$ cat src/rtl/cla_seq_adder_if.sv
// Request/result bundle between a requester and the digit-serial CLA adder.
interface cla_seq_adder_if #(
  parameter int WIDTH = 16
);
  logic             start;
  logic [WIDTH-1:0] a;
  logic [WIDTH-1:0] b;
  logic             cin;
  logic             busy;
  logic             done;
  logic [WIDTH-1:0] sum;
  logic             cout;

  modport master (output start, a, b, cin, input busy, done, sum, cout);
  modport slave  (input start, a, b, cin, output busy, done, sum, cout);
endinterface

$ cat src/rtl/cla_seq_adder.sv
// Digit-serial wide adder: one 4-bit carry-lookahead slice reused per clock,
// carry chained between digits through a register.
module cla_4bit (
  input  logic [3:0] a,
  input  logic [3:0] b,
  input  logic       cin,
  output logic [3:0] sum,
  output logic       cout
);
  logic [3:0] p_s;
  logic [3:0] g_s;
  logic [4:0] c_s;

  assign p_s    = a ^ b;
  assign g_s    = a & b;
  assign c_s[0] = cin;
  assign c_s[1] = g_s[0] | (p_s[0] & c_s[0]);
  assign c_s[2] = g_s[1] | (p_s[1] & g_s[0]) | (p_s[1] & p_s[0] & c_s[0]);
  assign c_s[3] = g_s[2] | (p_s[2] & g_s[1]) | (p_s[2] & p_s[1] & g_s[0])
                | (p_s[2] & p_s[1] & p_s[0] & c_s[0]);
  assign c_s[4] = g_s[3] | (p_s[3] & g_s[2]) | (p_s[3] & p_s[2] & g_s[1])
                | (p_s[3] & p_s[2] & p_s[1] & g_s[0])
                | (p_s[3] & p_s[2] & p_s[1] & p_s[0] & c_s[0]);
  assign sum    = p_s ^ c_s[3:0];
  assign cout   = c_s[4];
endmodule

module cla_seq_adder #(
  parameter int WIDTH = 16
) (
  input  logic             clk,
  input  logic             rst_n,
  cla_seq_adder_if.slave   bus
);
  localparam int NDIG = WIDTH / 4;
  localparam int IDXW = (NDIG > 1) ? $clog2(NDIG) : 1;

  typedef enum logic [1:0] {
    IDLE = 2'd0,
    RUN  = 2'd1,
    DONE = 2'd2
  } state_t;

  state_t           state_r;
  state_t           next_s;
  logic [IDXW-1:0]  idx_r;
  logic             carry_r;
  logic [WIDTH-1:0] a_r;
  logic [WIDTH-1:0] b_r;
  logic [WIDTH-1:0] sum_r;
  logic             cout_r;
  logic [3:0]       dig_a_s;
  logic [3:0]       dig_b_s;
  logic [3:0]       dig_sum_s;
  logic             dig_cout_s;
  logic             last_s;

  assign dig_a_s = a_r[{idx_r, 2'b00} +: 4];
  assign dig_b_s = b_r[{idx_r, 2'b00} +: 4];
  assign last_s  = (idx_r == IDXW'(NDIG - 1));

  cla_4bit u_slice (
    .a    (dig_a_s),
    .b    (dig_b_s),
    .cin  (carry_r),
    .sum  (dig_sum_s),
    .cout (dig_cout_s)
  );

  // State register.
  always_ff @(posedge clk) begin
    if (!rst_n) begin
      state_r <= IDLE;
    end else begin
      state_r <= next_s;
    end
  end

  // Next-state decode; start is only honoured in IDLE.
  always_comb begin
    next_s = state_r;
    case (state_r)
      IDLE: begin
        if (bus.start) next_s = RUN;
        else           next_s = IDLE;
      end
      RUN: begin
        if (last_s) next_s = DONE;
        else        next_s = RUN;
      end
      DONE:    next_s = IDLE;
      default: next_s = IDLE;
    endcase
  end

  // Operand latch, digit walk and result capture; results hold outside RUN.
  always_ff @(posedge clk) begin
    if (!rst_n) begin
      idx_r   <= {IDXW{1'b0}};
      carry_r <= 1'b0;
      a_r     <= {WIDTH{1'b0}};
      b_r     <= {WIDTH{1'b0}};
      sum_r   <= {WIDTH{1'b0}};
      cout_r  <= 1'b0;
    end else begin
      case (state_r)
        IDLE: begin
          if (bus.start) begin
            a_r     <= bus.a;
            b_r     <= bus.b;
            carry_r <= bus.cin;
            idx_r   <= {IDXW{1'b0}};
          end
        end
        RUN: begin
          sum_r[{idx_r, 2'b00} +: 4] <= dig_sum_s;
          carry_r                    <= dig_cout_s;
          idx_r                      <= idx_r + IDXW'(1);
          if (last_s) cout_r <= dig_cout_s;
        end
        default: ;
      endcase
    end
  end

  assign bus.busy = (state_r == RUN);
  assign bus.done = (state_r == DONE);
  assign bus.sum  = sum_r;
  assign bus.cout = cout_r;
endmodule

$ cat src/flat_wrapper.sv
// flat-port wrapper written by rule: the top's interface ports become plain ports
module cla_seq_adder_flat 
#(
  parameter int WIDTH = 16
)
  (clk, rst_n, bus_start, bus_a, bus_b, bus_cin, bus_busy, bus_done, bus_sum, bus_cout);
  cla_seq_adder_if #(.WIDTH(WIDTH)) bus_i ();
  input  logic clk;
  input  logic rst_n;
  input wire logic [$bits(bus_i.start)-1:0] bus_start;
  input wire logic [$bits(bus_i.a)-1:0] bus_a;
  input wire logic [$bits(bus_i.b)-1:0] bus_b;
  input wire logic [$bits(bus_i.cin)-1:0] bus_cin;
  output wire logic [$bits(bus_i.busy)-1:0] bus_busy;
  output wire logic [$bits(bus_i.done)-1:0] bus_done;
  output wire logic [$bits(bus_i.sum)-1:0] bus_sum;
  output wire logic [$bits(bus_i.cout)-1:0] bus_cout;
  assign bus_i.start = bus_start;
  assign bus_i.a = bus_a;
  assign bus_i.b = bus_b;
  assign bus_i.cin = bus_cin;
  assign bus_busy = bus_i.busy;
  assign bus_done = bus_i.done;
  assign bus_sum = bus_i.sum;
  assign bus_cout = bus_i.cout;
  cla_seq_adder #(.WIDTH(WIDTH)) u_core (.clk(clk), .rst_n(rst_n), .bus(bus_i));
endmodule
$ cat config.mk
export PLATFORM = sky130hd
export DESIGN_NAME = cla_seq_adder_flat
export DESIGN_NICKNAME = d
export VERILOG_FILES = /design/src/rtl/cla_seq_adder_if.sv /design/src/rtl/cla_seq_adder.sv /design/src/flat_wrapper.sv
export SDC_FILE = /design/constraint.sdc
export NUM_CORES = 1
export LEC_CHECK = 0
export CORE_MARGIN = 2
export CORE_UTILIZATION = 53
export CTS_BUF_LIST = sky130_fd_sc_hd__clkbuf_4 sky130_fd_sc_hd__clkbuf_8
export DETAILED_ROUTE_END_ITERATION = 7
export GPL_ROUTABILITY_DRIVEN = 0
export PLACE_DENSITY = 0.91
export SETUP_SLACK_MARGIN = 0.05
export SYNTH_ARGS = -nofsm -noshare
export SYNTH_HDL_FRONTEND = slang
export SYNTH_HIERARCHICAL = 1
export SYNTH_SLANG_ARGS = --single-unit
$ cat constraint.sdc
create_clock -name clk -period 2.9 [get_ports clk]
set_input_delay 0.29 -clock clk [delete_from_list [all_inputs] [get_ports clk]]
set_output_delay 0.29 -clock clk [all_outputs]
set_load 0.03 [all_outputs]
**Yosys cells after proc, flatten, opt, wreduce, memory -nomap -nowiden**

Cells that the tools add are included.

- Bits in registers: 54
- Input port bits: 36
- Output and inout port bits: 19
- Word-level logic and storage cells: 59

- Add/sub/neg operators: 2
- Equal/unequal tests: 4
- Shift-type cells: 4
- Muxes and demuxes: 8
- Bitwise operators: 29
- Reduce and logical (&&, ||, !) cells: 5

Operator list:

| operator | count |
|---|---|
| variable part select 16 x 5 -> 4 bit | 2 |
| bitwise AND 1 bit | 16 |
| bitwise mux 16 bit | 1 |
| variable shift 4 x 6 -> 16 bit, first input constant | 1 |
| variable part select 4 x 6 -> 16 bit | 1 |
| bitwise OR 1 bit | 10 |
| one-hot mux 2 bit (2 select lines) | 2 |
| bitwise XOR 4 bit | 2 |
| negation 4 -> 6 bit | 1 |
| AND reduction 2 bit | 3 |
| bitwise AND 4 bit | 1 |
| equality test 2 bit, second input constant | 2 |
| two-way mux 2 bit | 2 |
| adder 2 x 1 -> 2 bit, second input constant | 1 |
| equality test 2 x 1 -> 1 bit, second input constant | 1 |
| zero test 2 bit | 1 |
| two-way mux 1 bit | 2 |
| inequality test 2 bit, second input constant | 1 |
| one-hot mux 1 bit (2 select lines) | 1 |
| nonzero test 2 bit | 1 |

**Longest topological paths before layout**

- Depth in word-level cells: 9
- Depth in mapped cells: 9
- Depth with buffers taken out: 8

**Modules after synthesis**

Netlist, hierarchy kept.

By module, submodules not included:

| module | instances | cells an instance | area each (um^2) | seq. area each (um^2) |
|---|---|---|---|---|
| cla_seq_adder | 1 | 253 | 2,511.2 | 1,081.0 |
| cla_4bit | 1 | 17 | 147.6 | 0.0 |

**Worst setup path after synthesis**

OpenSTA, ideal clock, no wires.

- Path type: reg2reg
- From: reg u_core.idx_r[0]
- To: reg u_core.carry_r
- Arrival time: 2.408 ns
- Setup slack: 0.373 ns
- Stages on the path, launching flop included: 10
- Cell sequence: dfxtp_1 > buf_4 > mux4_2 > ha_1 > a21o_1 > a31o_1 > a21o_1 > inv_1 > a21oi_1 > o221a_2

- Longest elaborated chain between the ends: 8

RTL lines:

| element | line | source |
|---|---|---|
| from (decl) | cla_seq_adder.sv:46 | `logic [IDXW-1:0] idx_r;` |
| from (signal assigned) | cla_seq_adder.sv:99 | `idx_r <= {IDXW{1'b0}};` |
| from (signal assigned) | cla_seq_adder.sv:112 | `idx_r <= {IDXW{1'b0}};` |
| from (signal assigned) | cla_seq_adder.sv:118 | `idx_r <= idx_r + IDXW'(1);` |
| variable part select 16 x 5 -> 4 bit * | cla_seq_adder.sv:58 | `assign dig_a_s = a_r[{idx_r, 2'b00} +: 4];` |
| via u_core.dig_a_s[2] | cla_seq_adder.sv:52 | `logic [3:0] dig_a_s;` |
| bitwise AND 4 bit / bitwise XOR 4 bit (equally long branches) | cla_seq_adder.sv:15, cla_seq_adder.sv:14 |  |
| bitwise AND 1 bit, on equally long branches | cla_seq_adder.sv:21, cla_seq_adder.sv:22, cla_seq_adder.sv:23 |  |
| bitwise OR 1 bit, or another cell as far along (2 in series) | cla_seq_adder.sv:21 | `assign c_s[4] = g_s[3] \| (p_s[3] & g_s[2]) \| (p_s[3] & p_s[2] & g_s[1])` |
| bitwise OR 1 bit / bitwise AND 1 bit (equally long branches) | cla_seq_adder.sv:22, cla_seq_adder.sv:23 |  |
| bitwise OR 1 bit * | cla_seq_adder.sv:23 | `\| (p_s[3] & p_s[2] & p_s[1] & p_s[0] & c_s[0]);` |
| via u_core.dig_cout_s | cla_seq_adder.sv:55 | `logic dig_cout_s;` |
| one-hot mux 1 bit (2 select lines) * | cla_seq_adder.sv:106 | `case (state_r)` |
| to (signal assigned) | cla_seq_adder.sv:111 | `carry_r <= bus.cin;` |
| to (signal assigned) | cla_seq_adder.sv:117 | `carry_r <= dig_cout_s;` |
| to (decl) | cla_seq_adder.sv:47 | `logic carry_r;` |

The timed path passes the listed nets; every way through them passes the cells marked *.
A chain may end at the register's enable or synchronous reset.

**Final worst setup path**

- From: reg u_core.idx_r[0]
- To: reg u_core.sum_r[15] (netlist: u_core/bus.sum[15])

RTL lines:

| element | line | source |
|---|---|---|
| variable part select 16 x 5 -> 4 bit * | cla_seq_adder.sv:58 |  |
| via u_core.dig_a_s[0] | cla_seq_adder.sv:52 |  |
| bitwise AND 4 bit / bitwise XOR 4 bit (equally long branches) | cla_seq_adder.sv:15, cla_seq_adder.sv:14 |  |
| bitwise AND 1 bit, on equally long branches | cla_seq_adder.sv:19, cla_seq_adder.sv:20 |  |
| bitwise OR 1 bit / bitwise AND 1 bit (equally long branches) | cla_seq_adder.sv:19, cla_seq_adder.sv:20 |  |
| bitwise OR 1 bit * | cla_seq_adder.sv:20 | `\| (p_s[2] & p_s[1] & p_s[0] & c_s[0]);` |
| bitwise XOR 4 bit * | cla_seq_adder.sv:24 | `assign sum = p_s ^ c_s[3:0];` |
| via u_core.dig_sum_s[3] | cla_seq_adder.sv:54 | `logic [3:0] dig_sum_s;` |
| variable part select 4 x 6 -> 16 bit * | cla_seq_adder.sv:116 | `sum_r[{idx_r, 2'b00} +: 4] <= dig_sum_s;` |
| bitwise mux 16 bit * | cla_seq_adder.sv:116 |  |
| to (signal assigned) | cla_seq_adder.sv:103 | `sum_r <= {WIDTH{1'b0}};` |
| to (signal, indexed assignment) | cla_seq_adder.sv:116 |  |
| to (decl) | cla_seq_adder.sv:50 | `logic [WIDTH-1:0] sum_r;` |

Marked as above.

==> impl_metrics.toml <==
[clock_tree]
cts_setup_buffers = 0
clk_pin_slew_ns = 0.10
cts-resized-gates = 0
cts.sinks = 54
clk_latency_ns = 0.32
htreeDepth = 2
cts_made_buffers = 5
clockRootBuffer = "clkbuf_8"
cts_tree = "done"
cts_max_path_buffers = 2
cts_hold_buf = 0

[yosys]
synth-edff-count = 0
yosysTopAreaCell = "dfxtp_1"
synth-async-reset-ratio = 0
syn_area_per_cell_um2 = 9.85
synth_fp_nets = 317
ys_ff_latch = 54
synth_cells = 270
synth_area_leaders = "dfxtp_1, a21boi_1, nand2_2"
yosysSeqAreaShare = 0.407
synth.distinct_cells = 41
synth_common_cells = "dfxtp_1, nand2_1, a21boi_1"
synth_top_area_share = 0.407
yosysMostFrequentCell = "dfxtp_1"
synth_area_mm2 = 0.00266
ys_warn_count = 6
ys.flop_type = "dfxtp_1"

[layout]
num-fill-cells = 385
utilization = 0.692
nNetsFinal = 365
seq_area_mm2 = 0.00108
drive_gt1_frac = 0.188
multi_input_area_mm2 = 0.00142
area_delta_synth_final_pct = 24.5
num_antenna_cells = 0

[setup_path]
startpoint_type = "register"
r2r-end = "u_core/bus.sum[15]"
cp_max_fo = 12
critPathLaunch = "u_core/idx_r[0]"
worstPathCellList = "buf_4, mux4_2, ha_1, a21o_1, a31o_1, xor2_1, a32oi_1, nor2b_1"
critPathKind = "register to register"
critPathCapture = "u_core/bus.sum[15]"
endpoint_kind = "register"
required_ns = 3.15
ff2ff_setup_slack_ns = 0.20
crit_arrival_ns = 2.95
critPathMaxStageDelay_ns = 0.54
worst-r2r-cell-count = 8
worst_r2r_startpoint = "u_core/idx_r[0]"
crit_slowest_cell = "mux4_2"

[detailed_routing]
first_pass_iters = 6
drt-vias-per-instance = 5.34
wl_per_cell_um = 14.0
drt-total-wl_um = 5410
drt_iter0_markers = 100
ant_nets = 0
drc = 0
via_count = 2063

[global_routing]
grt_antenna_before_repair = 0
grt_pass1_vias = 2053
gr-total-overflow = 0
grt_pass1_wl_um = 9170
grt_max_degree = 58
grtUsageTotal = 0.214

[sta]
drv_slew = 0
fin_crit_sh = 0.929
hold_viol = 0
relSlewSlack = 0.600
fin_tns_setup_ns = 0
rsz0062_at_grt = "no"
clock_skew_ns = 0.00745
period_needed_ns = 2.70
setup_viol = 0
worst_slew_pin_slew_ns = 0.596
fmax_mhz = 371

[power_and_ir_drop]
clockPowerShare = 0.304
seqPwrFrac = 0.520
p_comb_frac = 0.176
ir_drop_uv = 288
power.density_mw_per_mm2 = 465
intPower_uw = 1130
p_leak_uw = 0.00126
switching_share = 0.268
power.switching_uw = 413

[place]
dpl.hpwl_um = 3890
port_buffers = 54

[floorplanning]
die_x_um = 74.8
die_area_mm2 = 0.00560
row_count = 25
start_util = 0.556
coreArea_mm2 = 0.00479
die_h_um = 74.8
io_pins = 55

[run_status]
status = "completed"

[hold_path]
min_path_type = "register to register"

[flow_run]
max_cap_violations = 0
area by class of cell:
cell class / instances / share of cell area
multi-input cells: 189 / 0.430
flip-flops and latches: 54 / 0.327
repair buffers: 60 / 0.177
clock buffers: 7 / 0.0291
well taps: 67 / 0.0253
inverters: 8 / 0.00907
clock inverters: 1 / 0.00265
worst min path at each step:
stage,from,to,depth (start not counted)
final,u_core/a_r[15],u_core/a_r[15],2
after global routing,u_core/a_r[15],u_core/a_r[15],2
after CTS,u_core/a_r[15],u_core/a_r[15],2
after detailed placement,u_core/a_r[15],u_core/a_r[15],2
after global placement,u_core/b_r[12],u_core/b_r[12],2
after floorplan,bus_a[0],u_core/a_r[0],2
sequential cells by signal, summed over array words and instances, names as in the netlist:
signal and count:
u_core/state_r 2, u_core/a_r 16, u_core/bus.cout 1, u_core/b_r 16, u_core/idx_r 2, u_core/carry_r 1
u_core/bus.sum 16
cell usage in the layout (no fill, tap or decap), types with 2 or more instances in the layout:
cell              n
ha_1             10
a32oi_1           9
clkbuf_8          7
o22ai_1           4
a21boi_0          3
a21o_1            3
a21oi_1           2
xnor2_1           2
nand3_1           4
a21boi_1         31
nand2_2          30
nor2b_1          11
clkdlybuf4s50_1  54
dfxtp_1          54
buf_4             6
inv_1             7
nand3b_1          3
o41ai_2           2
and3_1            3
mux4_2            8
nand2_1          46
per-stage QoR:
step | std cells | power (uW) | setup WS, ns | hold WS [ns] | area [um2]
after floorplan | 270 | 992 | 0.373 | 0.425 | 2660
final | 386 | 1540 | 0.205 | 0.458 | 3310
after CTS | 386 | 1550 | 0.259 | 0.463 | 3310
after detailed placement | 378 | 1090 | 0.325 | 0.450 | 3200
after global placement | 378 | 1080 | 0.429 | 0.443 | 3200
after global routing | 386 | 1600 | 0.100 | 0.474 | 3310
cell families after synthesis:
family,Yosys count,share of synthesized area
buffers and inverters,27,0.0602
adder cells (fa/ha/maj),11,0.0546
multiplexers,8,0.0678
AND/OR/NAND/NOR,107,0.222
AO/OA/AOI/OAI,60,0.179
XOR/XNOR,3,0.00988
flip-flops,54,0.407
worst max-delay path, delay by kind of cell (launching register included):
family / cells / cell delay, ns
compound gates: 3 / 0.64
xor+xnor: 1 / 0.43
mux: 1 / 0.54
simple gates: 1 / 0.13
flops: 1 / 0.35
buf+inv: 1 / 0.23
fa+ha+maj: 1 / 0.31
routing by layer:
metal	share of wire	vias up	track usage
li1	-	1029	-
met1	0.43	955	0.259
met2	0.49	66	0.370
met3	0.052	13	0.0402
met4	0.024	0	0.0952
met5	0	-	0
power groups by stage:
| stage | logic [uW] | registers (uW) | clock network [uW] |
|---|---|---|---|
| final | 271 | 800 | 468 |
| after global routing | 298 | 804 | 500 |
| after CTS | 271 | 800 | 477 |
| after detailed placement | 269 | 818 | 0 |
| after global placement | 259 | 816 | 0 |
| after floorplan | 180 | 812 | 0 |
No activity file was read; power rests on OpenSTA's default activity.
==> variant, RTL diff (same flow settings) <==
`WIDTH` is set to 16 in 3 places; all go to 32.
--- a/src/rtl/cla_seq_adder_if.sv
+++ b/src/rtl/cla_seq_adder_if.sv
@@ -1,6 +1,6 @@
 // Request/result bundle between a requester and the digit-serial CLA adder.
 interface cla_seq_adder_if #(
-  parameter int WIDTH = 16
+  parameter int WIDTH = 32
 );
   logic             start;
   logic [WIDTH-1:0] a;
--- a/src/rtl/cla_seq_adder.sv
+++ b/src/rtl/cla_seq_adder.sv
@@ -26,7 +26,7 @@
 endmodule
 
 module cla_seq_adder #(
-  parameter int WIDTH = 16
+  parameter int WIDTH = 32
 ) (
   input  logic             clk,
   input  logic             rst_n,
--- a/src/flat_wrapper.sv
+++ b/src/flat_wrapper.sv
@@ -1,7 +1,7 @@
 // flat-port wrapper written by rule: the top's interface ports become plain ports
 module cla_seq_adder_flat 
 #(
-  parameter int WIDTH = 16
+  parameter int WIDTH = 32
 )
   (clk, rst_n, bus_start, bus_a, bus_b, bus_cin, bus_busy, bus_done, bus_sum, bus_cout);
   cla_seq_adder_if #(.WIDTH(WIDTH)) bus_i ();
Ports: changed (resized bus_a, bus_b and bus_sum); port bits go from 55 to 103. The function was not compared with the original's and may differ.
==> variant against the original RTL <==
Highest routed layer unchanged. Non-clock buffer count rose by 51. Area after synthesis rose by 79%. Worst hold slack got worse by 0.0047 ns. Routed wire length rose by 96%. Worst setup slack improved by 0.0090 ns. Sequential cell count rose by 49. Final cell count rose by 85%. Final area rose by 80%. First-iteration DRC count rose by 74%. Synthesized cell count rose by 93%. Power rose by 80%. Critical endpoint is now u_core/carry_r$_SDFFE_PN0P_. Die area rose by 74%.
==> variant: results (changes against the original RTL) <==
| Metric | Value |
|---|---|
| Nets | `681 (was 365)` |
| Clock Skew | `0.008135 ns (was 0.007450 ns)` |
| R2R depth | `11 (was 8)` |
| Slew headroom | `0.5941 (was 0.5999)` |
| Met1 usage | `0.2598 (was 0.2585)` |
| Met2 Usage GRT | `0.3998 (was 0.3704)` |
| Clock buffer count from CTS | `9 (was 5)` |
| DP Area | `5776 um2 (was 3204 um2)` |
| Hpwl dp | `7.847 mm (was 3.888 mm)` |
| Top cells by area, synth | `dfxtp_1 43%, nand2_1 15%, mux4_2 7.6% (was dfxtp_1 41%, a21boi_1 8.8%, nand2_2 7.1%)` |
| Sequential share of the synthesized area | `0.4341 (was 0.4066)` |
| First-pass GRT wire length | `17.53 mm (was 9.170 mm)` |
| Syn Nets | `600 (was 317)` |
| 1st-pass router iterations | `4 (was 6)` |
| Total Routing Usage GR | `0.2223 (was 0.2140)` |
| Worst slack at placement | `0.1995 ns (was 0.3248 ns)` |
| Worst skew pair latency | `0.37 ns (was 0.32 ns)` |
| Via Count | `3883 (was 2063)` |
| M3 GR Usage | `0.03404 (was 0.04016)` |
| Min Hold Slack | `0.4536 ns (was 0.4583 ns)` |
| Worst hold start | `bus_b[3] (was u_core/a_r[15]$_SDFFE_PN0P_)` |
| Metal-1 WL | `4.326 mm (was 2.319 mm)` |
| DRT Wirelength | `10.58 mm (was 5.406 mm)` |
| Commonest cells post-synth | `190 x nand2_1, 103 x dfxtp_1, 41 x a21boi_0 (was 54 x dfxtp_1, 46 x nand2_1, 31 x a21boi_1)` |
| Slowest stage delay, CP | `0.51 ns (was 0.54 ns)` |
| Share of cells above drive strength 1 | `0.08416 (was 0.1881)` |
| Pleak | `2.347 nW (was 1.255 nW)` |
| Filler Cell Count | `644 (was 385)` |
| DR WL met3 | `480 um (was 283 um)` |
| Initial detailed-routing violation count | `174 (was 100)` |
| Largest net degree at the start of global routing | `120 (was 58)` |
| DR WL met2 | `5.429 mm (was 2.673 mm)` |
| Status | `finished, final reports clean (unchanged)` |
-- variant: cell types whose count changed in the layout (fill, tap and decap cells not counted), moves of 8 or more --
cell,before,now
a32oi_1,9,0
clkdlybuf4s50_1,54,101
dfxtp_1,54,103
a21boi_0,3,41
nand2_1,46,190
nand2_2,30,0
mux4_2,8,16
nand3_1,4,14
a21boi_1,31,23
mux2i_1,0,33
-- variant: area by class of cell --
| class | count | area (um2) | share of cell area |
|---|---|---|---|
| sequential | 103 | 2062 | 0.3458 |
| multi-input combinational | 368 | 2447 | 0.4104 |
| clock inverter | 7 | 56.30 | 0.009442 |
| clock buffer | 9 | 123.9 | 0.02077 |
| timing repair buffer | 111 | 1109 | 0.1859 |
| tap | 108 | 135.1 | 0.02266 |
| inverter | 8 | 30.03 | 0.005036 |
-- variant: cell families after synthesis --
family / share of synthesized area
AND/OR/NAND/NOR: 0.2073
flip-flops: 0.4341
multiplexers: 0.1454
XOR/XNOR: 0.005533
adder cells (fa/ha/maj): 0.03319
AO/OA/AOI/OAI: 0.1212
buffers and inverters: 0.05321
-- variant: worst register-to-register path, delay by kind of cell (launching register included) --
kind	cells	cell delay, ns
buffers and inverters	2	0.25
AO/OA/AOI/OAI	5	0.97
AND/OR/NAND/NOR	2	0.16
adder cells (fa/ha/maj)	1	0.30
flip-flops	1	0.39
multiplexers	1	0.52
-- variant: power by group through the flow --
stage	clock (mW)	combinational [mW]	sequential, mW
after global placement	0	0.412	1.53
final	0.835	0.428	1.50
after CTS	0.851	0.428	1.50
after floorplan	0	0.267	1.53
after detailed placement	0	0.426	1.54
after global routing	0.900	0.468	1.51
